[config.mk]
export PLATFORM = sky130hd
export DESIGN_NAME = sha_round_sequencer
export DESIGN_NICKNAME = d
export VERILOG_FILES = /design/src/rtl/sha_round_sequencer.sv
export SDC_FILE = /design/constraint.sdc
export NUM_CORES = 1
export LEC_CHECK = 0
export CORE_UTILIZATION = 41
export CTS_BUF_LIST = sky130_fd_sc_hd__clkbuf_8
export CTS_CLUSTER_DIAMETER = 50
export DETAILED_ROUTE_END_ITERATION = 16
export HOLD_SLACK_MARGIN = 0.1
export PLACE_DENSITY = 0.78
export SYNTH_ARGS = -nofsm -noshare
export SYNTH_HDL_FRONTEND = slang
export SYNTH_SLANG_ARGS = --single-unit
[constraint.sdc]
create_clock -name clk -period 1.4 [get_ports clk]
set_input_delay 0.35 -clock clk [delete_from_list [all_inputs] [get_ports clk]]
set_output_delay 0.35 -clock clk [all_outputs]
set_load 0.05 [all_outputs]
[src/rtl/sha_round_sequencer.sv]
// Purpose: sequences one SHA-256 512-bit block: byte load, 64 compression rounds, digest update, done.
// Latency: byte 63 accepted at T+63 -> rounds T+64..T+127, hash_update T+128, done T+129, ready again T+130.
// Backpressure: byte_ready high only in IDLE/LOAD (dropped by abort); no bytes accepted while rounds run.
module sha_round_sequencer (
    input  logic       clk,
    input  logic       rstn,
    input  logic       byte_valid,
    input  logic [7:0] byte_data,
    output logic       byte_ready,
    input  logic       first_block,
    input  logic       abort,
    output logic [7:0] msg_byte,
    output logic       start,
    output logic       sha_running,
    output logic [5:0] state_counter,
    output logic       hash_init,
    output logic       hash_update,
    output logic       done,
    output logic       busy
);

    typedef enum logic [2:0] {
        S_IDLE  = 3'd0,
        S_LOAD  = 3'd1,
        S_ROUND = 3'd2,
        S_FINAL = 3'd3,
        S_DONE  = 3'd4
    } state_t;

    state_t     state_q, state_d;
    logic [5:0] bcnt_q, bcnt_d;     // bytes of the current block accepted so far
    logic [5:0] rcnt_q, rcnt_d;     // round index t, only advances in ROUND
    logic       first_q, first_d;   // first_block captured with byte 0

    // State and counter registers; reset discards any block in flight.
    always_ff @(posedge clk or negedge rstn) begin
        if (!rstn) begin
            state_q <= S_IDLE;
            bcnt_q  <= 6'd0;
            rcnt_q  <= 6'd0;
            first_q <= 1'b0;
        end else begin
            state_q <= state_d;
            bcnt_q  <= bcnt_d;
            rcnt_q  <= rcnt_d;
            first_q <= first_d;
        end
    end

    // Next-state logic and per-state strobes; abort overrides everything last.
    always_comb begin
        state_d     = state_q;
        bcnt_d      = bcnt_q;
        rcnt_d      = rcnt_q;
        first_d     = first_q;
        byte_ready  = 1'b0;
        sha_running = 1'b0;
        hash_init   = 1'b0;
        hash_update = 1'b0;
        done        = 1'b0;

        case (state_q)
            S_IDLE, S_LOAD: begin
                byte_ready = ~abort;
                if (byte_valid && !abort) begin
                    bcnt_d = bcnt_q + 6'd1;
                    if (state_q == S_IDLE) begin
                        state_d = S_LOAD;
                        first_d = first_block;
                    end
                    // Last byte of the block: counter wraps, rounds start at t=0.
                    if (bcnt_q == 6'd63) begin
                        state_d = S_ROUND;
                        rcnt_d  = 6'd0;
                    end
                end
            end
            S_ROUND: begin
                sha_running = 1'b1;
                hash_init   = (rcnt_q == 6'd0) && first_q;
                rcnt_d      = rcnt_q + 6'd1;
                if (rcnt_q == 6'd63) begin
                    state_d = S_FINAL;
                end
            end
            S_FINAL: begin
                hash_update = ~abort;
                state_d     = S_DONE;
            end
            S_DONE: begin
                done    = ~abort;
                state_d = S_IDLE;
            end
            default: begin
                state_d = S_IDLE;
            end
        endcase

        // Cancel wins over any acceptance in the same cycle and returns to a clean IDLE.
        if (abort) begin
            state_d = S_IDLE;
            bcnt_d  = 6'd0;
            rcnt_d  = 6'd0;
        end
    end

    assign start         = byte_valid & byte_ready;
    assign msg_byte      = byte_data;
    assign state_counter = rcnt_q;
    assign busy          = (state_q != S_IDLE);

endmodule
==> out/metrics.yaml <==
outcome: "finished with violations"
violations: "negative setup slack"
grt_pass1_vias: 999
drv_cap: 0
relSlewSlack: 0.8163
grt_busiest_layer: "met2"
powerDensity_mw_per_mm2: 603.0
avgRoutedWirePerCell_um: 20.16
chipHeight_um: 50
yosysUniqueCellTypes: 36
h-tree-depth: 1
initial_core_util: 0.4312
final_common_cell: "buf_4"
drc: 0
clock_skew_ns: 0.01186
grt_util_met2: 0.4378
synth_edf_count: 0
crit_type: "flip-flop to output port"
path_max_fanout: 2
synthCells: 99
grt_max_degree: 17
drtIter0Drc: 52
netlist_area_um2: 944.7
period_minus_slack_ns: 1.752
setup_ws_ns: -0.3520
ys_seq_area_frac: 0.4238
leakage_nw: 0.7766
routed_wl_um: 3549
final_cell_mix: "24 x buf_4, 14 x buf_12, 14 x buf_6"
die_w_um: 50
pwr-share-clk: 0.384
grt-ovfl-total: 0
grt_antenna_before_repair: 0
max-vdd-ir-drop_mv: 0.6460
setup_viol: 20
rows: 17
numCtsBuffers: 3
cts_tree: "built"
synth_top_flop_cell: "dfrtp_1"
ys_seq_elements: 16
cts.clk_slew.worst_paths_ns: 0.07
dr.pass1.iters: 4
reg2reg_slack_ns: -0.26
dp_hpwl_um: 1776
cts_hold_buf: 0
worstRegToRegCells: 5
met1_usage: 0.3262
drive_above_1_share: 0.6622
layout.nets: 165
grt_usage: 0.2648
use_met3: 0.05556
place_congestion: 0.8097
rr_endpoint: "state_counter[5]"
arrival_ns: 1.40
num_antenna_cells: 0
hold_class: "primary input to async pin"
r2r-start: "state_q[0]"
fmax_mhz: 570.8
ys_warn_count: 0
end_kind: "output port"
setup.worst_path.end: "hash_init"
switching_share: 0.2553
final_util: 0.8418
clk_latency_ns: 0.26
dieArea_mm2: 0.002500
final_hold_viol_count: 0
cp-start-kind: "flip-flop"
viasPerCell: 5.750
whs_ns: 0.4019
seq_power_share: 0.438
syn2layout_area_growth_pct: 95.23
avgSynthCellArea_um2: 9.542
power_frac_comb: 0.178
drv_slew: 0
syn-num-nets: 115
tns_ns: -3.414
worstMarginPinSlew_ns: 0.2744
crit_required_ns: 1.05
p_int_mw: 0.8282
ant_nets: 0
clockBufferDepth: 2
ctsRootBufferMaster: "clkbuf_8"
startpoint: "state_counter[5]"
io_pins: 34
core-area_mm2: 0.002191
rsz0062_at_grt: "true"
fillers: 89
synth-async-reset-ratio: 1.000
port_buffers: 17
grt_first_pass_wirelength_um: 4857
finalCritPeriodShare: 1.251
cts_sinks: 16
p_switching_mw: 0.2839
via_count: 1012
worst min-delay path by stage:
stage	from	end	slack [ns]
after floorplan	rstn	bcnt_q[0]	0.05
after global placement	first_q	first_q	0.50
after detailed placement	first_q	first_q	0.52
after CTS	rstn	state_q[0]	0.41
after global routing	rstn	state_q[0]	0.43
final	rstn	state_q[0]	0.40
layout make-up:
class,instances,area [um^2],area share
clock buffer,4,55.05,0.02985
inverter,3,11.26,0.006106
multi-input combinational,68,663.1,0.3596
sequential,16,409.1,0.2218
tap,28,35.03,0.01900
timing repair buffer,57,670.6,0.3636
routing by layer:
layer  part of all wire  vias to the layer above  wire length [um]
met2               0.50                       43              1757
met3              0.061                       10               216
met1               0.42                      516              1505
met5                  0                        -                 0
li1                   -                      443                 -
met4              0.019                        0                69
power by group through the flow:
stage / logic (mW) / clock network [mW] / registers (mW)
after floorplan: 0.136 / 0 / 0.497
after global placement: 0.150 / 0 / 0.493
after detailed placement: 0.153 / 0 / 0.495
after CTS: 0.168 / 0.421 / 0.486
after global routing: 0.209 / 0.445 / 0.488
final: 0.198 / 0.427 / 0.487
state kept, by name, indices dropped and copies added, names as in the netlist:
signal	cells
bcnt_q	6
state_counter	6
state_q	3
first_q	1
cells in the mapped netlist (2+ instances only):
master	instances	share of area
buf_4	8	0.064
nor3_1	6	0.032
xnor2_1	2	0.019
a21oi_1	3	0.016
nor2_1	9	0.036
nand2_1	11	0.044
nand3_1	3	0.016
or3_1	3	0.020
nand4_1	3	0.020
ha_1	3	0.040
buf_2	2	0.011
xor2_1	3	0.028
inv_1	3	0.012
a31oi_1	2	0.013
a41oi_1	2	0.019
dfrtp_1	16	0.42
logic make-up after synthesis:
family / count (synthesis) / share of synthesized area
compound gates: 14 / 0.1099
xor+xnor: 5 / 0.04637
fa+ha+maj: 3 / 0.03974
buf+inv: 15 / 0.1020
flops: 16 / 0.4238
mux: 2 / 0.02252
simple gates: 44 / 0.2556
timing repair:
action | in CTS | in global routing
setup buffers | 12 | 4
hold endpoints to repair | 0 | 0
pin swaps | 14 | 12
setup endpoints to repair | 19 | 22
gates resized for setup | 26 | 24
worst max-delay path: stages, from the launching register on:
cell and delay (ns):
dfrtp_1 0.41, nor4_4 0.32, and4_4 0.28, buf_12 0.14
through the flow:
step	cells	setup WS [ns]	cell area (um^2)	power (mW)
global placement	157	-0.3573	1476	0.6432
CTS	173	-0.3301	1719	1.075
finish	176	-0.3520	1844	1.112
detailed placement	157	-0.3985	1476	0.6476
global route	176	-0.3874	1844	1.142
floorplan	99	-0.2580	1052	0.6328
No activity file was read; power rests on OpenSTA's default activity.
